<file path="config.mk">
export PLATFORM = sky130hd
export DESIGN_NAME = inference
export DESIGN_NICKNAME = d
export VERILOG_FILES = /design/src/rtl/inference.sv
export SDC_FILE = /design/constraint.sdc
export NUM_CORES = 1
export LEC_CHECK = 0
export CAP_MARGIN = 15
export CORE_AREA = 4 4 170 172
export DETAILED_ROUTE_END_ITERATION = 16
export DIE_AREA = 0 0 174 176
export GPL_ROUTABILITY_DRIVEN = 0
export HOLD_SLACK_MARGIN = 0.02
export PLACE_DENSITY = 0.6
export SETUP_SLACK_MARGIN = 0.05
export SKIP_CTS_REPAIR_TIMING = 1
export SYNTH_ARGS = -nofsm -noshare
export SYNTH_HDL_FRONTEND = slang
export SYNTH_SLANG_ARGS = --single-unit
</file>
<file path="constraint.sdc">
create_clock -name clk -period 5.3 [get_ports clk]
set_clock_uncertainty 0.1 [all_clocks]
set_input_delay 1.06 -clock clk [delete_from_list [all_inputs] [get_ports clk]]
set_output_delay 1.06 -clock clk [all_outputs]
set_load 0.03 [all_outputs]
</file>
<file path="src/rtl/inference.sv">
// Logistic-regression digit classifier: score = bias + sum(w*x) per class, then argmax over classes.
// 788 cycles per class (done pulse 7881 cycles after the start edge); start ignored while busy or weights not ready.

module inference #(
  parameter int NUM_PIXELS  = 784,
  parameter int NUM_CLASSES = 10
) (
  input  logic               clk,
  input  logic               rst,
  output logic [12:0]        weight_addr,
  input  logic signed [7:0]  weight_data,
  output logic [3:0]         bias_addr,
  input  logic signed [31:0] bias_data,
  output logic [9:0]         input_addr,
  input  logic [7:0]         input_pixel,
  input  logic               weights_ready,
  input  logic               start_inference,
  output logic [3:0]         predicted_digit,
  output logic               inference_done,
  output logic               busy
);

  typedef enum logic [2:0] {
    IDLE       = 3'd0,
    LOAD_BIAS  = 3'd1,
    COMPUTE    = 3'd2,
    ADD_BIAS   = 3'd3,
    COMPARE    = 3'd4,
    NEXT_CLASS = 3'd5,
    DONE       = 3'd6
  } state_t;

  localparam logic [9:0] LAST_PIXEL = 10'(NUM_PIXELS - 1);
  localparam logic [3:0] LAST_CLASS = 4'(NUM_CLASSES - 1);

  state_t             state_q;
  logic [3:0]         class_q;
  logic [9:0]         cur_pix_q;
  logic signed [7:0]  weight_reg_q;
  logic [7:0]         pixel_reg_q;
  logic               addr_vld_q;
  logic               stage_vld_q;
  logic signed [31:0] acc_q;
  logic signed [31:0] max_score_q;
  logic [3:0]         best_class_q;
  logic [3:0]         predicted_q;
  logic               done_q;

  logic signed [16:0] mult_d;
  logic signed [31:0] product_d;
  logic signed [31:0] score_d;

  assign mult_d    = 17'(weight_reg_q) * 17'($signed({1'b0, pixel_reg_q}));
  assign product_d = 32'(mult_d);
  assign score_d   = acc_q + bias_data;

  // Addresses follow the counters, so they hold their last value outside COMPUTE.
  assign weight_addr     = 13'(class_q) * 13'(NUM_PIXELS) + 13'(cur_pix_q);
  assign bias_addr       = class_q;
  assign input_addr      = cur_pix_q;
  assign predicted_digit = predicted_q;
  assign inference_done  = done_q;
  assign busy            = (state_q != IDLE);

  always_ff @(posedge clk) begin
    if (!rst) begin
      state_q      <= IDLE;
      class_q      <= '0;
      cur_pix_q    <= '0;
      weight_reg_q <= '0;
      pixel_reg_q  <= '0;
      addr_vld_q   <= 1'b0;
      stage_vld_q  <= 1'b0;
      acc_q        <= '0;
      max_score_q  <= '0;
      best_class_q <= '0;
      predicted_q  <= '0;
      done_q       <= 1'b0;
    end else begin
      done_q      <= 1'b0;
      // Memory data lags its address by one cycle; the MAC lags the capture by one more.
      addr_vld_q  <= (state_q == COMPUTE);
      stage_vld_q <= addr_vld_q;
      if (addr_vld_q) begin
        weight_reg_q <= weight_data;
        pixel_reg_q  <= input_pixel;
      end
      if (stage_vld_q) begin
        acc_q <= acc_q + product_d;
      end

      case (state_q)
        IDLE: begin
          if (start_inference && weights_ready) begin
            class_q      <= '0;
            max_score_q  <= 32'sh8000_0000;
            acc_q        <= '0;
            weight_reg_q <= '0;
            pixel_reg_q  <= '0;
            addr_vld_q   <= 1'b0;
            stage_vld_q  <= 1'b0;
            state_q      <= LOAD_BIAS;
          end
        end
        LOAD_BIAS: begin
          cur_pix_q   <= '0;
          acc_q       <= '0;
          addr_vld_q  <= 1'b0;
          stage_vld_q <= 1'b0;
          state_q     <= COMPUTE;
        end
        COMPUTE: begin
          if (cur_pix_q == LAST_PIXEL) begin
            state_q <= ADD_BIAS;
          end else begin
            cur_pix_q <= cur_pix_q + 10'd1;
          end
        end
        ADD_BIAS: state_q <= COMPARE;
        COMPARE:  state_q <= NEXT_CLASS;
        NEXT_CLASS: begin
          // Strict greater-than: ties keep the lower class index.
          if (class_q == 4'd0 || score_d > max_score_q) begin
            max_score_q  <= score_d;
            best_class_q <= class_q;
          end
          acc_q        <= '0;
          weight_reg_q <= '0;
          pixel_reg_q  <= '0;
          addr_vld_q   <= 1'b0;
          stage_vld_q  <= 1'b0;
          if (class_q == LAST_CLASS) begin
            state_q <= DONE;
          end else begin
            class_q <= class_q + 4'd1;
            state_q <= LOAD_BIAS;
          end
        end
        DONE: begin
          predicted_q <= best_class_q;
          done_q      <= 1'b1;
          state_q     <= IDLE;
        end
        default: state_q <= IDLE;
      endcase
    end
  end

endmodule

</file>
Yosys cells after proc, flatten, opt, wreduce, memory -nomap -nowiden
Cells that the tools add are included.
{ "totals": {"wordCells": 72, "regBits": 108, "inputBits": 52, "out_inout_bits": 33} }
{ "op_classes": {"n_lt_le_gt_ge": 1, "mux": 26, "n_addsub": 5, "reduce_logical": 13, "multipliers": 2, "n_eq_ne": 13} }
{ "ops": {"columns": ["cell", "n"], "rows": [
  ["$mux W32", 4],
  ["$pmux W32 S2", 2],
  ["$add A32 B17 Y32", 1],
  ["$add A32 B32 Y32", 1],
  ["$gt A32 B32 Y1", 1],
  ["$mux W8", 4],
  ["$pmux W8 S2", 2],
  ["$pmux W10 S2", 1],
  ["$pmux W3 S6", 1],
  ["$mul A8 B9 Y17", 1],
  ["$add A13 B10 Y13", 1],
  ["$add A10 B1 Y10 const B", 1],
  ["$eq A10 B10 Y1 const B", 1],
  ["$mux W10", 1],
  ["$eq A3 B3 Y1 const B", 3],
  ["$mul A4 B6 Y9 const B", 1],
  ["$mux W3", 3],
  ["$mux W4", 2],
  ["$ne A2 B2 Y1 const B", 4],
  ["$pmux W4 S2", 1],
  ["$eq A3 B2 Y1 const B", 2],
  ["$reduce_and A2 Y1", 3],
  ["$reduce_and A3 Y1", 2],
  ["$add A4 B1 Y4 const B", 1],
  ["12 further kinds", 16]
]} }

Longest topological paths before layout
Gate-level depths: netlist of the first run.
{ "logic_depth": {"word_depth": 5, "depth_mapped": 23, "mapped_depth_nobuf": 21} }

Worst setup path before layout of the first run
OpenSTA, ideal clock, no wires.
{ "synth_timing": {"path_kind": "reg-to-reg", "start": "register weight_reg_q[7]", "end": "register acc_q[24]", "setup_ns": 0.128, "period_less_slack_ns": 5.542, "slack_ns": -0.242, "path_buffers": 0, "stages_incl_launch_ff": 18, "arrival_time_ns": 5.315, "required_time_ns": 5.072, "cell_sequence": "dfxtp_1 inv_1 fa_1 inv_1 fa_1 fa_1 fa_1 fa_1 ha_1 o21ai_0 o21ai_0 a221oi_2 o21ai_1 a221oi_2 o21ai_0 xor2_1 mux2i_1 nor2_1"} }
{ "synth_via": {"elab_chain_cells": 5} }
{ "synth_rtl": {"columns": ["item", "line_no", "rtl"], "rows": [
  ["start, declared", "39", "logic signed [7:0] weight_reg_q;"],
  ["start signal, assigned", "85", "weight_reg_q <= weight_data;"],
  ["$mul A8 B9 Y17 *", "53", "assign mult_d = 17'(weight_reg_q) * 17'($signed({1'b0, pixel_reg_q}));"],
  ["$add A32 B17 Y32 *", "89", "acc_q <= acc_q + product_d;"],
  ["$mux W32 *", "88", "if (stage_vld_q) begin"],
  ["$mux W32", "94", "if (start_inference && weights_ready) begin"],
  ["$pmux W32 S2 *", "92", "case (state_q)"],
  ["end signal, assigned", "89", null],
  ["end, declared", "43", "logic signed [31:0] acc_q;"]
]} }
Every way passes the cells marked *; elsewhere a longest branch is shown, timed or not.
A chain may end at the register's enable or synchronous reset.

Final worst setup path of the first run
{ "layout_timing": {"start": "register pixel_reg_q[4]", "end": "register acc_q[21]"} }
{ "layout_via": {"elab_chain_cells": 5} }
{ "layout_rtl": {"columns": ["item", "line_no", "rtl"], "rows": [
  ["start, declared", "40", "logic [7:0] pixel_reg_q;"],
  ["start signal, assigned", "86", "pixel_reg_q <= input_pixel;"],
  ["$mul A8 B9 Y17 *", "53", null],
  ["$add A32 B17 Y32 *", "89", null],
  ["$mux W32 *", "88", null],
  ["$mux W32", "94", null],
  ["$pmux W32 S2 *", "92", null]
]} }
Marks and branches as above.

==> metrics.cfg, run 1 <==
[outcome]
status = finished clean

[drt]
routed_via_density = 5.08
dr.pass1.iters = 5
vias = 9221
drt_iter0_markers = 460
drt_wl_total_um = 26800
antenna_left = 0
wire_per_inst_um = 14.7
drc_errors = 0

[global_routing]
grtUsageTotal = 0.167
grt_max_degree = 45
globalRouteOverflowTotal = 0
grt_pass1_vias = 8870
antenna_found_initial = 0
grt_pass1_wl_um = 43000

[critical_path]
cp.required_ps = 5490
path_max_fanout = 6
crit_slowest_cell = fa_1
path_common_cell = fa_1
rr_endpoint = acc_q[21]
reg2regPathDepth = 19
reg2reg_slack_ps = 200
crit_path_end_kind = register
worstSetupPathType = reg -> reg
cp_cell_sequence = buf_4 > nand2_1 > fa_1 > inv_1 > fa_1 > fa_1 > fa_1 > ha_4 > ha_4 > buf_4 > o21ai_2 > nand3b_1 > buf_4 > nand4_1 > a31o_2 > a21oi_1 > xnor2_1 > mux2i_1 > nor2_1
cp_num_buf_inv = 4
cp.arrival_ps = 5290
crit_path_max_incr_delay_ps = 590
cp_top_family = adder cells
r2r_start = pixel_reg_q[4]
critPathLaunchType = register

[synthesis]
synth_nets = 1556
netlist_top_cells_count = ha_1 (187), inv_1 (121), nand2_1 (111)
synth.ff_latch_count = 108
yosysMostFrequentCell = ha_1
synthCells = 1264
syn_area_mm2 = 0.0108
yosysWarnings = 0
synthDistinctLibCells = 65
ys.flop_type = dfxtp_1
syn_avg_cell_area_um2 = 8.53
synth_top_area_frac = 0.217
synthTopCellsByArea = ha_1 (22%), dfxtp_1 (20%), fa_1 (9.8%)
yosys.area.top_type = ha_1
synth-async-reset-ratio = 0
ys_seq_area_frac = 0.201
synth_edf_count = 0

[clock_network]
clkLatencyLatePin_ps = 360
cts_tree = done
htree_levels = 3
cts.sinks = 108
cts.clk_slew.worst_paths_ps = 80
cts_buffers = 9
cts_root_buf = clkbuf_16
clockBufferDepth = 2

[job]
drv_cap = 0

[final_layout]
final_util = 0.513
n_fill_cell = 2515
diodes = 0
drive_gt1_frac = 0.203
syn2layout_area_growth_pct = 30.8
nets = 1759

[timing]
fin_hold_ws_ps = 353
clock.fmax_mhz = 196
finalMaxSlewViolations = 0
period_share = 0.962
min_period_ps = 5100
hold_viol = 0
maxSlewHeadroom = 0.269
grt_setup_unrepaired = true
setup_violations = 0
worstMarginPinSlew_ps = 1100

[die]
fp.dieW_um = 174
core_mm2 = 0.0275
ios = 85
rows = 61
dieArea_mm2 = 0.0306
chipHeight_um = 176
start_util = 0.392

[min_path]
hold_depth = 2
worstHoldPathType = reg -> reg
hold_end = best_class_q[2]
hold_start = best_class_q[2]

[placement]
hpwl_um = 20900
io_buffers = 84

[power]
leakagePower_nw = 6.59
ir_drop_uv = 125
total_power_mw = 1.82
power_density_mw_per_mm2 = 129

layer usage:
metal / GRT usage / part of all wire / vias up
met1: 0.235 / 0.49 / 4333
met5: 0 / 0 / -
met4: 0.0350 / 0.011 / 0
li1: - / - / 4758
met2: 0.277 / 0.48 / 111
met3: 0.0221 / 0.024 / 19
layout make-up:
| cell class | instances | area, µm² | area share |
|---|---|---|---|
| clock buffer | 9 | 225 | 0.0160 |
| clock inverter | 5 | 61.3 | 0.00435 |
| inverter | 122 | 462 | 0.0327 |
| multi-input combinational | 992 | 8650 | 0.613 |
| sequential | 108 | 2190 | 0.155 |
| tap | 346 | 433 | 0.0307 |
| timing repair buffer | 234 | 2080 | 0.148 |
cells in the final DEF (no fill, tap or decap), types with 15 or more instances in the layout:
cell type        Yosys  routed
buf_4                5     133
nand3_1             57      52
xnor2_1             46      44
and2_1              35      35
xor2_1              25      24
a21oi_1            100      88
clkdlybuf4s50_1      0      74
buf_6                0      15
dfxtp_1            108      95
inv_1              121     115
ha_1               187     165
nor2_1             103      98
fa_1                53      49
a21o_1              33      32
ha_4                 0      19
o21ai_0             42      30
nand2_1            111     107
mux2i_1             45      45
logic make-up (layout without fill, tap and decap cells):
group / after synthesis / after routing / synth area share
simple gates: 371 / 371 / 0.159
compound gates: 261 / 261 / 0.160
fa+ha+maj: 240 / 240 / 0.315
buf+inv: 164 / 370 / 0.0594
flops: 108 / 108 / 0.201
xor+xnor: 75 / 75 / 0.0637
mux: 45 / 45 / 0.0418
worst max path at each step:
stage,start,to,slack [ps],cells past startpoint
2_1_floorplan,weight_reg_q[1],acc_q[24],70,21
3_3_place_gp,bias_data[0],max_score_q[3],-430,22
3_5_place_dp,bias_data[0],max_score_q[1],-480,23
4_1_cts,pixel_reg_q[3],acc_q[30],-240,20
5_1_grt,bias_data[0],max_score_q[6],-70,24
6_report,pixel_reg_q[4],acc_q[21],200,19
registers in the layout, summed over array words and instances, names as in the netlist:
signal and count:
predicted_digit 4, input_addr 10, stage_vld_q 1, best_class_q 4, acc_q 32, pixel_reg_q 8, max_score_q 32, bias_addr 4
weight_reg_q 8, inference_done 1, addr_vld_q 1, state_q 3
metrics by stage:
stage	area [µm²]	cells	setup TNS (ps)	setup WS (ps)
after global routing	14100	1816	-1450	-71.4
after global placement	12900	1783	-15330	-431
after floorplan	10800	1264	0	70.8
after CTS	13100	1797	-4920	-238
after detailed placement	12900	1783	-16940	-482
final	14100	1816	0	199
tightest hold or removal path, cell delays in order, from the launching register on:
cell     delay, ps
dfxtp_1        310
nand2_1         50
a21oi_1         50
where the power goes:
part | internal, mW | switching (mW) | total [mW]
logic | 0.143 | 0.161 | 0.303
registers | 0.816 | 0.0153 | 0.831
clock network | 0.366 | 0.325 | 0.690
No activity file was read; power rests on OpenSTA's default activity.
==> inputs of run 2 (changes only) <==
- CORE_AREA: 4 4 170 172 -> 4 4 162 180
- DIE_AREA: 0 0 174 176 -> 0 0 166 184
==> metrics.cfg, run 2 (synthesized netlist as in run 1, its figures left out) <==
[outcome]
status = finished clean

[critical_path]
crit_path_max_incr_delay_ps = 540  ; -50 ps
path_max_fanout = 4  ; -2
crit_path_end_kind = register
reg2regPathDepth = 22  ; +3
crit_slowest_cell = fa_1
worstSetupPathType = reg -> reg
rr_endpoint = acc_q[29]
cp_cell_sequence = clkinvlp_4 > buf_6 > nor2_4 > fa_1 > fa_1 > inv_1 > fa_1 > inv_1 > fa_1 > ha_4 > ha_4 > buf_4 > o21ai_4 > o21ai_2 > a211oi_2 > a21oi_1 > buf_4 > a211oi_2 > o21ai_2 > xor2_1 > mux2i_1 > nor2_1
path_common_cell = fa_1
r2r_start = weight_reg_q[7]
reg2reg_slack_ps = 160  ; -40 ps
cp.arrival_ps = 5290  ; about the same
critPathLaunchType = register
cp.required_ps = 5450  ; -40 ps

[placement]
hpwl_um = 20900  ; -0.20%
place_area_mm2 = 0.0129  ; +0.30%
io_buffers = 84  ; unchanged

[die]
core_mm2 = 0.0275  ; about the same
fp.dieW_um = 166  ; -4.6%
start_util = 0.392  ; about the same
dieArea_mm2 = 0.0305  ; -0.26%
ios = 85  ; unchanged
chipHeight_um = 184  ; +4.5%
rows = 64  ; +4.9%

[drt]
drt_iter0_markers = 309  ; -33%
antenna_left = 0  ; unchanged
drt_wl_total_um = 26200  ; -2.3%
vias = 9209  ; -0.13%
dr.pass1.iters = 4  ; -1
drc_errors = 0  ; unchanged
routed_via_density = 5.03  ; -0.95%
wire_per_inst_um = 14.3  ; -3.1%

[job]
drv_cap = 0  ; unchanged

[timing]
hold_viol = 0  ; unchanged
fin_tns_setup_ps = 0  ; unchanged
setup_violations = 0  ; unchanged
period_share = 0.970  ; +0.00727
clock.fmax_mhz = 195  ; -0.75%
worstMarginPinSlew_ps = 1070  ; -30.1 ps
maxSlewHeadroom = 0.288  ; +0.0191
finalMaxSlewViolations = 0  ; unchanged
min_period_ps = 5140  ; +38.5 ps
grt_setup_unrepaired = true

[min_path]
hold_depth = 2  ; unchanged
hold_end = best_class_q[0]
hold_start = best_class_q[0]
worstHoldPathType = reg -> reg

[clock_network]
clockBufferDepth = 2  ; unchanged
cts.clk_slew.worst_paths_ps = 80  ; about the same
cts_tree = done
cts.sinks = 108  ; unchanged
htree_levels = 3  ; unchanged
cts_buffers = 9  ; unchanged
cts_root_buf = clkbuf_16
clkLatencyLatePin_ps = 370  ; about the same

[power]
power_density_mw_per_mm2 = 130  ; +0.54%
leakagePower_nw = 6.52  ; -1.0%
ir_drop_uv = 120  ; -4.3%

[global_routing]
antenna_found_initial = 1  ; +1
grt_max_degree = 36  ; -20%
grt_pass1_wl_um = 42600  ; -0.85%
globalRouteOverflowTotal = 0  ; unchanged
grt_pass1_vias = 9039  ; +1.9%
grtUsageTotal = 0.165  ; -0.00202

[final_layout]
diodes = 0  ; unchanged
layout_commonest_cell = ha_1
drive_gt1_frac = 0.193  ; -0.00926
final_area_mm2 = 0.0140  ; -0.67%
nets = 1755  ; -0.23%
syn2layout_area_growth_pct = 29.9
final_cell_mix = ha_1 (162), buf_4 (135), inv_1 (118)

run 2: how the worst max path moves through the flow:
stage                                from  slack, ps         endpoint
after detailed placement     bias_data[0]       -520  max_score_q[10]
after CTS                  pixel_reg_q[2]       -400        acc_q[30]
after global placement       bias_data[0]       -420  max_score_q[30]
after global routing         bias_data[0]        -30  max_score_q[30]
final                     weight_reg_q[7]        160        acc_q[29]
after floorplan           weight_reg_q[1]         70        acc_q[24]
run 2: through the flow:
step,utilization,instances,setup slack [ps],hold slack [ps],total power [mW]
CTS,0.481,1815,-397,361,1.83
floorplan,-,1264,70.8,332,1.01
detailed placement,0.470,1799,-520,349,1.13
global placement,0.470,1799,-422,346,1.12
global route,0.510,1831,-30.5,373,1.90
finish,0.510,1831,160,357,1.82
run 2: layout make-up:
| cell class | instances | area (µm²) |
|---|---|---|
| fill | 2548 | 13500 |
| multi-input combinational | 992 | 8550 |
| clock inverter | 6 | 62.6 |
| tap | 363 | 454 |
| inverter | 122 | 462 |
| timing repair buffer | 230 | 2030 |
| clock buffer | 10 | 239 |
| sequential | 108 | 2200 |
run 2: metal layers:
metal / up-vias / wire length, µm / track usage
met4: 2 / 381 / 0.0399
met3: 25 / 656 / 0.0222
li1: 4743 / - / -
met5: - / 7 / 0
met2: 106 / 13400 / 0.307
met1: 4333 / 11700 / 0.203
run 2: report_power, final:
| part | switching [mW] | total [mW] | internal [mW] |
|---|---|---|---|
| Combinational | 0.149 | 0.287 | 0.138 |
| Sequential | 0.0157 | 0.830 | 0.814 |
| Clock | 0.359 | 0.705 | 0.346 |
run 2: critical path, delay by kind of cell (launching register included):
| kind | cells | cell delay (ps) |
|---|---|---|
| AND/OR/NAND/NOR | 2 | 160 |
| AO/OA/AOI/OAI | 6 | 1000 |
| multiplexers | 1 | 140 |
| buffers and inverters | 6 | 670 |
| XOR/XNOR | 1 | 150 |
| flip-flops | 1 | 380 |
| adder cells (fa/ha/maj) | 6 | 2420 |
